[src/rtl/tiny_cpu_core.sv]
// Single-cycle 4-register accumulator-style core with host-loadable 16x8 imem,
// 16xDATA_W dmem, start/halt control, memory-mapped output and retire counter.
module tiny_cpu_core #(
  parameter int DATA_W = 8,
  parameter int CNT_W  = 16
) (
  input  logic              clk,
  input  logic              rst_n,
  input  logic              start,
  input  logic              load_we,
  input  logic              load_sel,
  input  logic [3:0]        load_addr,
  input  logic [DATA_W-1:0] load_data,
  output logic [DATA_W-1:0] out_data,
  output logic              out_valid,
  output logic              running,
  output logic              halted,
  output logic [3:0]        pc,
  output logic [CNT_W-1:0]  retired
);

  typedef enum logic [1:0] {
    IDLE   = 2'd0,
    RUN    = 2'd1,
    HALTED = 2'd2
  } state_t;

  localparam logic [CNT_W-1:0] CNT_ONE = {{(CNT_W-1){1'b0}}, 1'b1};

  state_t            state;
  state_t            state_next;
  logic [DATA_W-1:0] regs [4];
  logic [7:0]        imem [16];
  logic [DATA_W-1:0] dmem [16];
  logic [7:0]        instr;
  logic [7:0]        imem_wdata;
  logic [1:0]        op;
  logic [1:0]        ra;
  logic [1:0]        rb;
  logic [1:0]        func;
  logic [3:0]        imm;
  logic [DATA_W-1:0] a_val;
  logic [DATA_W-1:0] b_val;
  logic [DATA_W-1:0] alu_res;
  logic              is_halt;
  logic              begin_run;

  assign instr     = imem[pc];
  assign op        = instr[7:6];
  assign ra        = instr[5:4];
  assign rb        = instr[3:2];
  assign func      = instr[1:0];
  assign imm       = instr[3:0];
  assign a_val     = regs[ra];
  assign b_val     = regs[rb];
  assign is_halt   = (instr == 8'hFF);
  assign begin_run = start && (state != RUN);

  // Narrow data paths zero-extend into the 8-bit instruction word.
  generate
    if (DATA_W >= 8) begin : g_wide
      assign imem_wdata = load_data[7:0];
    end else begin : g_narrow
      assign imem_wdata = {{(8-DATA_W){1'b0}}, load_data};
    end
  endgenerate

  // Control state register.
  always_ff @(posedge clk or negedge rst_n) begin
    if (!rst_n) begin
      state <= IDLE;
    end else begin
      state <= state_next;
    end
  end

  // Next-state selection.
  always_comb begin
    state_next = state;
    case (state)
      IDLE:    if (start)   state_next = RUN;    else state_next = IDLE;
      RUN:     if (is_halt) state_next = HALTED; else state_next = RUN;
      HALTED:  if (start)   state_next = RUN;    else state_next = HALTED;
      default: state_next = IDLE;
    endcase
  end

  // Status outputs decoded from the state register.
  always_comb begin
    running = 1'b0;
    halted  = 1'b0;
    case (state)
      RUN:     running = 1'b1;
      HALTED:  halted  = 1'b1;
      default: begin
        running = 1'b0;
        halted  = 1'b0;
      end
    endcase
  end

  // ALU, truncated to DATA_W.
  always_comb begin
    alu_res = a_val;
    case (func)
      2'b00:   alu_res = a_val + b_val;
      2'b01:   alu_res = a_val - b_val;
      2'b10:   alu_res = a_val & b_val;
      2'b11:   alu_res = a_val ^ b_val;
      default: alu_res = a_val;
    endcase
  end

  // Datapath: execution in RUN, host loads only while not running and not starting.
  always_ff @(posedge clk or negedge rst_n) begin
    if (!rst_n) begin
      pc        <= 4'd0;
      retired   <= {CNT_W{1'b0}};
      out_data  <= {DATA_W{1'b0}};
      out_valid <= 1'b0;
      for (int i = 0; i < 4; i++)  regs[i] <= {DATA_W{1'b0}};
      for (int i = 0; i < 16; i++) imem[i] <= 8'h00;
      for (int i = 0; i < 16; i++) dmem[i] <= {DATA_W{1'b0}};
    end else begin
      out_valid <= 1'b0;
      if (begin_run) begin
        pc      <= 4'd0;
        retired <= {CNT_W{1'b0}};
      end else if (state == RUN) begin
        if (!is_halt) begin
          retired <= (&retired) ? retired : retired + CNT_ONE;
          pc      <= pc + 4'd1;
          case (op)
            2'b00: regs[ra] <= dmem[imm];
            2'b01: begin
              dmem[imm] <= a_val;
              if (imm == 4'hF) begin
                out_data  <= a_val;
                out_valid <= 1'b1;
              end
            end
            2'b10: regs[ra] <= alu_res;
            2'b11: if (a_val == {DATA_W{1'b0}}) pc <= imm;
            default: pc <= pc + 4'd1;
          endcase
        end
      end else if (load_we) begin
        if (load_sel) dmem[load_addr] <= load_data;
        else          imem[load_addr] <= imem_wdata;
      end
    end
  end

endmodule

[config.mk]
export PLATFORM = sky130hd
export DESIGN_NAME = tiny_cpu_core
export DESIGN_NICKNAME = d
export VERILOG_FILES = /design/src/rtl/tiny_cpu_core.sv
export SDC_FILE = /design/constraint.sdc
export NUM_CORES = 1
export LEC_CHECK = 0
export CAP_MARGIN = 40
export CORE_MARGIN = 5
export CORE_UTILIZATION = 50
export DETAILED_ROUTE_END_ITERATION = 12
export DONT_BUFFER_PORTS = 1
export PLACE_DENSITY = 0.77
export SLEW_MARGIN = 20
export SYNTH_ARGS = -nofsm -noshare
export SYNTH_HDL_FRONTEND = slang
export SYNTH_SLANG_ARGS = --single-unit
[constraint.sdc]
create_clock -name clk -period 6.07 [get_ports clk]
set_input_delay 0.607 -clock clk [delete_from_list [all_inputs] [get_ports clk]]
set_output_delay 0.607 -clock clk [all_outputs]
set_load 0.01 [all_outputs]
==> reports/summary.txt <==
Met3 WL: 4.60 mm
Die width: 194 µm
Synth Area in Simple Gates: 8.32%
Met2 routed WL: 21.6 mm
Largest family of logic cells by synthesized area: multiplexers
CP required: 6.44 ns
FF-to-FF Start: pc[1]$_DFFE_PN0P_
FP Rows: 67
Die ar.: 37700 µm²
Ranking of synthesized cells by area: dfrtp_1 47%, mux2_2 10%, mux4_2 7.6%
Unique masters post-synth: 68
Syn avg cell area: 11.7 µm²
Adder-cell share of the synthesized area: 1.30%
Yosys top cell by area: dfrtp_1
Crit path time final: 5.52 ns
Unrepaired setup endpoints after global routing: no
CTS H-Tree Depth: 2
Antenna viol nets, final: 0
Post-Synth XOR/XNOR Area: 1.53%
Synthesized cell area: 16900 µm²
Worst-path clk slew: 0.06 ns
Uppermost routed layer: met5
Post-Synthesis Cells: 1451
Die height: 194 µm
Area grow syn2layout: 8.83%
DP HPWL: 31.3 mm
Wirelength, routed: 47.2 mm
Worst Tran Pin Value: 0.869 ns
CTS resizes: 0
Post-Place Worst Slack: 0.557 ns
CP startpoint kind: register
DRC Markers: 0
Fin. max-slew vios: 0
Violated checks: negative hold slack
GRT Util Overall: 24.7%
Power per Cell Area: 502 nW/µm²
Fmax: 181 MHz
PnR worst setup slack: 0.555 ns
I/O pin cnt: 48
CTS sink cnt: 319
CTS tree: yes
Detailed Routing Iterations Pass 1: 7
Fillers: 2782
Register area: 7980 µm²
Final hold violations: 319
Core footprint: 33500 µm²
Post-synthesis compound-gate area fraction: 16.2%
Max-cap violations: 0
GRT overflow: 0
Ant. Diodes: 0
Post-Syn Nets: 1485
Most frequent cells in the layout: 318 x dfrtp_1, 150 x mux2_2, 132 x nand2_1, 83 x o221ai_1, 80 x o21a_1
Worst-path fanout max: 21
Initial Utilization: 50.5%
Pleak: 7.90 nW
Primary FF master, synth: dfrtp_1
Worst-Skew Late Latency: 0.53 ns
Final period util: 90.9%
Number of vias per cell: 6.79
Post-synthesis mux area share: 21.8%
Root Driver: clkbuf_16
Ys Warns: 0
Commonest non-fill, non-tap cell in the layout: dfrtp_1
Worst setup path endpoint: regs[15]$_DFFE_PN0P_
Critical path class: reg2reg
Vias in the first global route: 13000
Rel. slew slack: 42.1%
Final setup violation count: 0
Worst r2r dst: regs[15]$_DFFE_PN0P_
TritonCTS Buffers: 36
Setup TNS Final: 0 ns
Worst Hold Class: in2async
Max Root-Sink Buffers: 3
Maximum VDD drop: 0.333 mV
Number of synthesized flops with an enable pin: 0
GPL Wtd Cong: 0.936
Footprint of the multi-input gates: 8350 µm²
Initial antenna violation count: 1
Outcome: complete, but fails checks
Seq/Total Area, Yosys: 47.1%
Post-CTS setup buffers: 0
R2R depth: 19
Vias: 12900
Asr flop ratio synth: 100%
CP arrival: 5.89 ns
Largest net degree at the start of global routing: 320
Non-Filler Instances: 1896
Drt wl/cell: 24.9 µm
Reg2reg setup slack: 0.55 ns
Final nets: 1459
Initial drt markers: 1465
# placed instances: 1831
Yosys top cell area share: 47.1%
Post-synthesis register bit count: 319
Share of cells above drive strength 1: 22.7%
Core Util, Final: 55.0%
Port bufs: 0
Worst setup path startpoint: pc[1]$_DFFE_PN0P_
First-pass GRT wire length: 74.8 mm
CP endpoint kind: register
M1 WL: 18.4 mm
Worst clock skew: 0.0199 ns
WHS: -0.210 ns
-- synthesized netlist by cell type (15+ instances only) --
master	number
inv_1	22
mux2i_1	65
a21oi_1	37
dfrtp_1	319
o22a_1	16
nor2_1	68
o21ai_1	15
buf_2	31
o21ai_0	48
o221ai_1	83
clkbuf_1	61
ha_1	16
nand3_1	30
mux4_2	57
nand2_1	133
mux2_2	150
xor2_1	16
o21a_1	80
a32oi_1	16
-- metrics by stage --
stage / total power, mW / instance area [µm²]
3_5_place_dp: 7.07 / 17300
5_1_grt: 9.74 / 18400
3_3_place_gp: 6.94 / 17300
6_report: 9.26 / 18400
4_1_cts: 9.14 / 18400
2_1_floorplan: 5.98 / 16900
-- worst min path at each step --
stage                            to  startpoint  slack, ns
2_1_floorplan   dmem[0]$_DFFE_PN0P_       rst_n       0.31
3_3_place_gp   imem[79]$_DFFE_PN0P_       rst_n       0.33
3_5_place_dp   imem[87]$_DFFE_PN0P_       rst_n       0.33
4_1_cts        imem[87]$_DFFE_PN0P_       rst_n      -0.23
5_1_grt        imem[87]$_DFFE_PN0P_       rst_n      -0.23
6_report       imem[87]$_DFFE_PN0P_       rst_n      -0.21
-- worst max-delay path: stages (launching register included) --
cell and delay, ns:
dfrtp_1 0.58, buf_4 0.37, mux4_2 0.38, a22oi_2 0.30, and2_4 0.38, nand2_1 0.10
a31oi_1 0.41, xnor2_1 0.23, inv_1 0.07, ha_1 0.28, nor2b_1 0.12, o21ai_0 0.14
nand2b_1 0.11, a21o_1 0.20, a2111oi_0 0.40, nor3_1 0.13, xnor3_1 0.23, or3b_1 0.36
a311oi_2 0.41, o22ai_1 0.16
-- flip-flops by register name, indices dropped and copies added (netlist names) --
| signal | count |
|---|---|
| dmem | 128 |
| regs | 32 |
| pc | 4 |
| retired | 16 |
| out_data | 8 |
| state | 2 |
| imem | 128 |
| out_valid | 1 |
-- area by class of cell --
class / instances / share of cell area, %
tap: 448 / 3.04
inverter: 22 / 0.448
clock buffer: 53 / 5.56
timing repair buffer: 46 / 1.97
clock inverter: 8 / 0.394
multi-input combinational: 1000 / 45.3
sequential: 319 / 43.3
-- layer usage --
| layer | vias up | global-route usage [%] |
|---|---|---|
| met3 | 181 | 6.43 |
| li1 | 5445 | - |
| met1 | 6518 | 32.4 |
| met2 | 728 | 38.6 |
| met5 | - | 0 |
| met4 | 2 | 12.0 |
-- power breakdown --
group	internal (mW)	leakage, nW	total (mW)	switching, mW
sequential	2.52	4.28	2.84	0.316
clock	1.21	0.542	2.07	0.854
combinational	1.75	3.08	4.36	2.61
-- kinds of logic after synthesis --
family,after synthesis
fa+ha+maj,17
simple gates,308
flops,319
buf+inv,132
mux,278
compound gates,369
xor+xnor,28
(Power assumes the default switching activity.)
